`config.mk`:
```
export PLATFORM = sky130hd
export DESIGN_NAME = mem_req_sequencer
export DESIGN_NICKNAME = d
export VERILOG_FILES = /design/src/rtl/mem_req_sequencer.sv
export SDC_FILE = /design/constraint.sdc
export NUM_CORES = 1
export LEC_CHECK = 0
export BUFFER_PORTS_ARGS = -buffer_cell sky130_fd_sc_hd__buf_2
export CAP_MARGIN = 20
export CORE_ASPECT_RATIO = 0.5
export CORE_MARGIN = 3
export CORE_UTILIZATION = 46
export DETAILED_ROUTE_END_ITERATION = 12
export GPL_ROUTABILITY_DRIVEN = 0
export PLACE_DENSITY = 0.75
export RECOVER_POWER = 50
export SLEW_MARGIN = 5
export SYNTH_ARGS = -nofsm -noshare
export SYNTH_HDL_FRONTEND = slang
export SYNTH_SLANG_ARGS = --single-unit
```
`constraint.sdc`:
```
create_clock -name clk -period 3.1 [get_ports clk]
set_input_delay 0.31 -clock clk [delete_from_list [all_inputs] [get_ports clk]]
set_output_delay 0.31 -clock clk [all_outputs]
set_load 0.05 [all_outputs]
```
`src/rtl/mem_req_sequencer.sv`:
```
// Memory request sequencer: turns single CPU ops into registered mem_sys bus traffic.
// Optional feature macro ALLOC_ZERO_FILL_EN: zero-fill freshly allocated arrays before responding.
package mem_req_sequencer_pkg;
  localparam int unsigned BUS_W = 32;

  typedef enum logic [1:0] {
    OP_LOAD    = 2'b00,
    OP_STORE   = 2'b01,
    OP_ALLOC   = 2'b10,
    OP_SETZERO = 2'b11
  } mem_op_e;

  typedef struct packed {
    logic [BUS_W-1:0] address;
    logic [BUS_W-1:0] offset;
    logic [BUS_W-1:0] data;
    logic [1:0]       mode;
  } mem_in_bus_t;
endpackage

module mem_req_sequencer
  import mem_req_sequencer_pkg::*;
#(
  parameter int unsigned DATA_W    = BUS_W,
  parameter int unsigned ALLOC_MAX = 2**25
) (
  input  logic              clk,
  input  logic              reset,
  input  logic              req_valid,
  output logic              req_ready,
  input  logic [1:0]        req_op,
  input  logic [DATA_W-1:0] req_addr,
  input  logic [DATA_W-1:0] req_offset,
  input  logic [DATA_W-1:0] req_data,
  output logic              rsp_valid,
  output logic [DATA_W-1:0] rsp_data,
  output logic              rsp_err,
  output mem_in_bus_t       mem_bus,
  output logic              bus_en,
  input  logic [DATA_W-1:0] mem_data_out
);

  localparam logic [DATA_W-1:0] ALLOC_MAX_W = DATA_W'(ALLOC_MAX);

  typedef enum logic [2:0] {
    S_IDLE,
    S_ISSUE,
    S_CAPT,
    S_FILL,
    S_RESP
  } state_e;

  state_e            state_q, state_d;
  mem_op_e           op_q, op_d;
  logic [DATA_W-1:0] size_q, size_d;
  logic              req_ready_q, req_ready_d;
  logic              rsp_valid_q, rsp_valid_d;
  logic [DATA_W-1:0] rsp_data_q, rsp_data_d;
  logic              rsp_err_q, rsp_err_d;
  logic              bus_en_q, bus_en_d;
  mem_in_bus_t       bus_q, bus_d;
`ifdef ALLOC_ZERO_FILL_EN
  logic [DATA_W-1:0] base_q, base_d;
  logic [DATA_W-1:0] cnt_q, cnt_d;
`endif

  // Every output is the registered image of the value computed for the next state.
  always_comb begin
    state_d     = state_q;
    op_d        = op_q;
    size_d      = size_q;
    rsp_data_d  = rsp_data_q;
    rsp_err_d   = rsp_err_q;
    bus_en_d    = 1'b0;
    bus_d       = '0;
`ifdef ALLOC_ZERO_FILL_EN
    base_d      = base_q;
    cnt_d       = cnt_q;
`endif
    case (state_q)
      S_IDLE: begin
        if (req_valid && req_ready_q) begin
          op_d    = mem_op_e'(req_op);
          size_d  = req_offset;
          state_d = S_ISSUE;
          // Oversized ALLOC still spends the ISSUE cycle, but keeps the bus quiet.
          if (!(mem_op_e'(req_op) == OP_ALLOC && req_offset > ALLOC_MAX_W)) begin
            bus_en_d        = 1'b1;
            bus_d.address   = req_addr;
            bus_d.offset    = req_offset;
            bus_d.data      = (mem_op_e'(req_op) == OP_SETZERO) ? req_addr : req_data;
            bus_d.mode      = req_op;
          end
        end
      end
      S_ISSUE: begin
        case (op_q)
          OP_LOAD: state_d = S_CAPT;
          OP_ALLOC: begin
            if (size_q > ALLOC_MAX_W) begin
              state_d    = S_RESP;
              rsp_data_d = '0;
              rsp_err_d  = 1'b1;
            end else begin
              state_d = S_CAPT;
            end
          end
          default: begin
            state_d    = S_RESP;
            rsp_data_d = '0;
            rsp_err_d  = 1'b0;
          end
        endcase
      end
      S_CAPT: begin
        state_d    = S_RESP;
        rsp_data_d = mem_data_out;
        // A zero base would alias the zero array.
        rsp_err_d  = (op_q == OP_ALLOC) && (mem_data_out == '0);
`ifdef ALLOC_ZERO_FILL_EN
        if (op_q == OP_ALLOC && mem_data_out != '0 && size_q != '0) begin
          state_d       = S_FILL;
          rsp_data_d    = rsp_data_q;
          rsp_err_d     = rsp_err_q;
          base_d        = mem_data_out;
          cnt_d         = '0;
          bus_en_d      = 1'b1;
          bus_d.address = mem_data_out;
          bus_d.offset  = '0;
          bus_d.mode    = OP_STORE;
        end
`endif
      end
`ifdef ALLOC_ZERO_FILL_EN
      S_FILL: begin
        if (cnt_q == size_q - DATA_W'(1)) begin
          state_d    = S_RESP;
          rsp_data_d = base_q;
          rsp_err_d  = 1'b0;
        end else begin
          cnt_d         = cnt_q + DATA_W'(1);
          bus_en_d      = 1'b1;
          bus_d.address = base_q;
          bus_d.offset  = cnt_d;
          bus_d.mode    = OP_STORE;
        end
      end
`endif
      S_RESP:  state_d = S_IDLE;
      default: state_d = S_IDLE;
    endcase
    req_ready_d = (state_d == S_IDLE);
    rsp_valid_d = (state_d == S_RESP);
  end

  always_ff @(posedge clk) begin
    if (!reset) begin
      state_q     <= S_IDLE;
      op_q        <= OP_LOAD;
      size_q      <= '0;
      req_ready_q <= 1'b1;
      rsp_valid_q <= 1'b0;
      rsp_data_q  <= '0;
      rsp_err_q   <= 1'b0;
      bus_en_q    <= 1'b0;
      bus_q       <= '0;
`ifdef ALLOC_ZERO_FILL_EN
      base_q      <= '0;
      cnt_q       <= '0;
`endif
    end else begin
      state_q     <= state_d;
      op_q        <= op_d;
      size_q      <= size_d;
      req_ready_q <= req_ready_d;
      rsp_valid_q <= rsp_valid_d;
      rsp_data_q  <= rsp_data_d;
      rsp_err_q   <= rsp_err_d;
      bus_en_q    <= bus_en_d;
      bus_q       <= bus_d;
`ifdef ALLOC_ZERO_FILL_EN
      base_q      <= base_d;
      cnt_q       <= cnt_d;
`endif
    end
  end

  assign req_ready = req_ready_q;
  assign rsp_valid = rsp_valid_q;
  assign rsp_data  = rsp_data_q;
  assign rsp_err   = rsp_err_q;
  assign bus_en    = bus_en_q;
  assign mem_bus   = bus_q;

endmodule

```
==> flow_results.xml <==
<?xml version="1.0" encoding="UTF-8"?>
<metrics>
  <group name="setup_path">
    <metric name="reg2reg_depth" unit="">4</metric>
    <metric name="crit_end" unit="">size_q[22]</metric>
    <metric name="worst-endpoint-required" unit="ns">3.42</metric>
    <metric name="kind_of_capture_point_of_the_worst_setup_path" unit="">register</metric>
    <metric name="critical_path_arrival" unit="ns">2.70</metric>
    <metric name="max_fanout_on_critical_path" unit="">35</metric>
    <metric name="crit_path_top_delay_cell" unit="">sky130_fd_sc_hd__clkbuf_1</metric>
    <metric name="rr_endpoint" unit="">size_q[22]</metric>
    <metric name="cp.depth" unit="">4</metric>
    <metric name="worst_r2r_startpoint" unit="">state_q[2]</metric>
    <metric name="crit_path_max_incr_delay" unit="ns">1.15</metric>
    <metric name="worst_path_dominant_cell_family" unit="">buffers and inverters</metric>
    <metric name="crit_chain" unit="">nor4_4 &gt; clkbuf_1 &gt; nand2_1 &gt; a21oi_1</metric>
    <metric name="critPathBufInv" unit="">1</metric>
    <metric name="critical_path.startpoint_type" unit="">register</metric>
    <metric name="timing.critical_path.from" unit="">state_q[2]</metric>
    <metric name="kind_of_critical_path" unit="">register to register</metric>
    <metric name="reg2reg_slack" unit="ns">0.72</metric>
  </group>
  <group name="synthesis">
    <metric name="asyncSetResetFlopFracSynth" unit="">0</metric>
    <metric name="synth_flop_cell" unit="">sky130_fd_sc_hd__dfxtp_1</metric>
    <metric name="post_synth_main_area_contributors" unit="">sky130_fd_sc_hd__dfxtp_1, sky130_fd_sc_hd__nand2_1, sky130_fd_sc_hd__mux2i_1, sky130_fd_sc_hd__a22o_1, sky130_fd_sc_hd__nor2_1</metric>
    <metric name="fraction_of_the_yosys_area_taken_by_sequential_cells" unit="">0.592</metric>
    <metric name="syn-num-nets" unit="">720</metric>
    <metric name="synth_top_area_frac" unit="">0.592</metric>
    <metric name="ys_top_cells_by_count" unit="">sky130_fd_sc_hd__dfxtp_1, sky130_fd_sc_hd__nand2_1, sky130_fd_sc_hd__nor2_1, sky130_fd_sc_hd__a21oi_1, sky130_fd_sc_hd__nor3_1</metric>
    <metric name="number_of_distinct_standard_cells_referenced_by_the_synthesized_netlist" unit="">36</metric>
    <metric name="syn_avg_cell_area" unit="µm²">9.85</metric>
    <metric name="number_of_enable_flip_flop_cells_after_synthesis" unit="">0</metric>
    <metric name="synth_seq_cells" unit="">171</metric>
    <metric name="post-synth-top-count-cell" unit="">sky130_fd_sc_hd__dfxtp_1</metric>
    <metric name="synth_cells" unit="">587</metric>
    <metric name="netlist.top_cell.by_area" unit="">sky130_fd_sc_hd__dfxtp_1</metric>
    <metric name="synth_warnings" unit="">0</metric>
    <metric name="netlist_area" unit="mm²">0.00578</metric>
  </group>
  <group name="timing">
    <metric name="finalSetupViolations" unit="">0</metric>
    <metric name="final_max_slew_viol_count" unit="">36</metric>
    <metric name="post-route-min-period" unit="ns">2.38</metric>
    <metric name="timing.clock.skew" unit="ns">0.0113</metric>
    <metric name="fmax" unit="MHz">420</metric>
    <metric name="max_slew.worst_pin.slew" unit="ns">1.54</metric>
    <metric name="hold_violations" unit="">0</metric>
    <metric name="final_cycle_share" unit="">0.768</metric>
    <metric name="max-slew-margin-rel" unit="">-0.0251</metric>
    <metric name="setup_repair_after_global_routing_missed_its_margin" unit="">no</metric>
    <metric name="fin_setup_tns" unit="ns">0</metric>
  </group>
  <group name="hold_path">
    <metric name="min-delay-path-class" unit="">input pin to register</metric>
  </group>
  <group name="route">
    <metric name="drt_drc_violations_left" unit="">0</metric>
    <metric name="detail_route.wl_per_cell" unit="µm">15.1</metric>
    <metric name="firstDrtPassIters" unit="">4</metric>
    <metric name="dr_total_vias" unit="">5091</metric>
    <metric name="initialDrtViolationCount" unit="">286</metric>
    <metric name="avgViaCountPerCell" unit="">4.99</metric>
    <metric name="drt.antenna.violating_nets" unit="">0</metric>
    <metric name="route.final.wire_length" unit="µm">15400</metric>
  </group>
  <group name="global_route">
    <metric name="grt_overflow_total" unit="">0</metric>
    <metric name="grt_first_pass_wirelength" unit="µm">24000</metric>
    <metric name="grtUsageTotal" unit="">0.212</metric>
    <metric name="number_of_global_route_vias_before_repair" unit="">4886</metric>
    <metric name="maximum_number_of_pins_on_one_net_before_global_route_repair" unit="">63</metric>
    <metric name="grt_antenna_before_repair" unit="">0</metric>
  </group>
  <group name="clock_network">
    <metric name="clock_tree_from_tritoncts" unit="">built</metric>
    <metric name="clock_tree.root_cell" unit="">sky130_fd_sc_hd__clkbuf_16</metric>
    <metric name="clock_sinks" unit="">171</metric>
    <metric name="insertion_delay" unit="ns">0.40</metric>
    <metric name="postCtsSetupBuffers" unit="">0</metric>
    <metric name="cts_made_buffers" unit="">17</metric>
    <metric name="ctsHoldBuffers" unit="">0</metric>
    <metric name="h-tree-depth" unit="">4</metric>
    <metric name="clk_pin_slew_worst_paths" unit="ns">0.07</metric>
    <metric name="clockBufferDepth" unit="">2</metric>
    <metric name="postCtsResizedCells" unit="">0</metric>
  </group>
  <group name="power">
    <metric name="leakagePower" unit="nW">3.31</metric>
    <metric name="power_density" unit="mW/mm²">715</metric>
    <metric name="ir_drop" unit="V">0.000393</metric>
    <metric name="finalPower" unit="mW">5.53</metric>
  </group>
  <group name="floorplanning">
    <metric name="initial_utilization" unit="">0.480</metric>
    <metric name="boundaryPins" unit="">267</metric>
    <metric name="die_area" unit="mm²">0.0140</metric>
    <metric name="core" unit="mm²">0.0121</metric>
    <metric name="dieWidth" unit="µm">165</metric>
    <metric name="die-height" unit="µm">85.3</metric>
    <metric name="row_count" unit="">28</metric>
  </group>
  <group name="layout">
    <metric name="multi_input_comb_area" unit="mm²">0.00218</metric>
    <metric name="final_layout_size_suffix_gt1_frac" unit="">0.223</metric>
    <metric name="fillers" unit="">1089</metric>
    <metric name="flow.area_growth_from_synthesis" unit="%">33.8</metric>
    <metric name="final_core_utilization" unit="">0.642</metric>
    <metric name="fin_nets" unit="">975</metric>
    <metric name="insertedDiodeCount" unit="">0</metric>
    <metric name="final-seq-area" unit="mm²">0.00342</metric>
  </group>
  <group name="placed_design">
    <metric name="io_buffers" unit="">266</metric>
    <metric name="place_hpwl" unit="µm">11200</metric>
  </group>
  <group name="status">
    <metric name="failing_checks" unit="">max-capacitance violations, max-slew violations</metric>
    <metric name="status" unit="">complete, but fails checks</metric>
  </group>
  <group name="job">
    <metric name="timing.max_cap.violations" unit="">1</metric>
  </group>
</metrics>
[metrics by stage]
step	std cells	worst slack (ns)	hold slack [ns]	cell area [µm²]
floorplan	587	1.25	0.424	5780
global placement	987	0.733	0.441	7240
detailed placement	987	0.691	0.450	7240
CTS	1019	1.10	0.117	7880
global route	1020	0.509	0.116	7730
finish	1020	0.720	0.128	7730
[cells by family after synthesis]
kind of cell | count (synthesis) | synth area share
AND/OR/NAND/NOR | 262 | 0.220
multiplexers | 33 | 0.0571
flip-flops | 171 | 0.592
buffers and inverters | 43 | 0.0344
AO/OA/AOI/OAI | 78 | 0.0963
[registers in the layout, summed over array words and instances, names as in the netlist, 2 cells and up]
signal / count
mem_bus: 98
op_q: 2
rsp_data: 32
size_q: 32
state_q: 3
[power breakdown]
part | switching (mW) | internal [mW] | leakage (nW)
clock | 0.867 | 1.41 | 0.300
combinational | 0.632 | 0.242 | 1.62
sequential | 0.0571 | 2.33 | 1.39
total | 1.56 | 3.98 | 3.31
[how the worst min path moves through the flow]
stage	startpoint	end	slack (ns)	cells after the start
2_1_floorplan	req_op[1]	mem_bus[1]	0.42	2
3_3_place_gp	size_q[21]	size_q[21]	0.44	2
3_5_place_dp	size_q[10]	size_q[10]	0.45	2
4_1_cts	req_addr[16]	mem_bus[82]	0.12	3
5_1_grt	req_addr[16]	mem_bus[82]	0.12	3
6_report	req_addr[16]	mem_bus[82]	0.13	3
[placed cells by master (no fill, tap or decap), types with 3 or more instances in the layout]
master	count
sky130_fd_sc_hd__inv_6	4
sky130_fd_sc_hd__nand2_1	118
sky130_fd_sc_hd__buf_2	132
sky130_fd_sc_hd__nand3_1	3
sky130_fd_sc_hd__buf_4	7
sky130_fd_sc_hd__nor3b_1	7
sky130_fd_sc_hd__clkbuf_1	136
sky130_fd_sc_hd__nor4_1	20
sky130_fd_sc_hd__a21oi_1	35
sky130_fd_sc_hd__and3_1	5
sky130_fd_sc_hd__clkbuf_16	17
sky130_fd_sc_hd__nand4_1	4
sky130_fd_sc_hd__nor2_1	52
sky130_fd_sc_hd__a22o_1	32
sky130_fd_sc_hd__nor3_1	33
sky130_fd_sc_hd__nor3b_2	9
sky130_fd_sc_hd__bufinv_16	4
sky130_fd_sc_hd__clkinvlp_4	4
sky130_fd_sc_hd__mux2i_1	33
sky130_fd_sc_hd__dfxtp_1	171
[cell type report]
type,instances,area share
Clock buffer,20,0.0591
Sequential cell,171,0.443
Inverter,3,0.00146
Clock inverter,12,0.0239
Multi-Input combinational cell,373,0.282
Tap cell,165,0.0267
Timing Repair Buffer,276,0.164
[worst register-to-register path: stages (launching register included)]
cell and delay, ns:
sky130_fd_sc_hd__dfxtp_1 0.40, sky130_fd_sc_hd__nor4_4 0.33, sky130_fd_sc_hd__clkbuf_1 1.15, sky130_fd_sc_hd__nand2_1 0.24, sky130_fd_sc_hd__a21oi_1 0.18
[per-layer routing]
metal | share of wire | vias up | track usage
li1 | - | 2537 | -
met1 | 0.43 | 2369 | 0.259
met2 | 0.50 | 165 | 0.378
met3 | 0.060 | 20 | 0.0463
met4 | 0.014 | 0 | 0.0586
met5 | 0 | - | 0
Power figures use the tool's default switching activity.
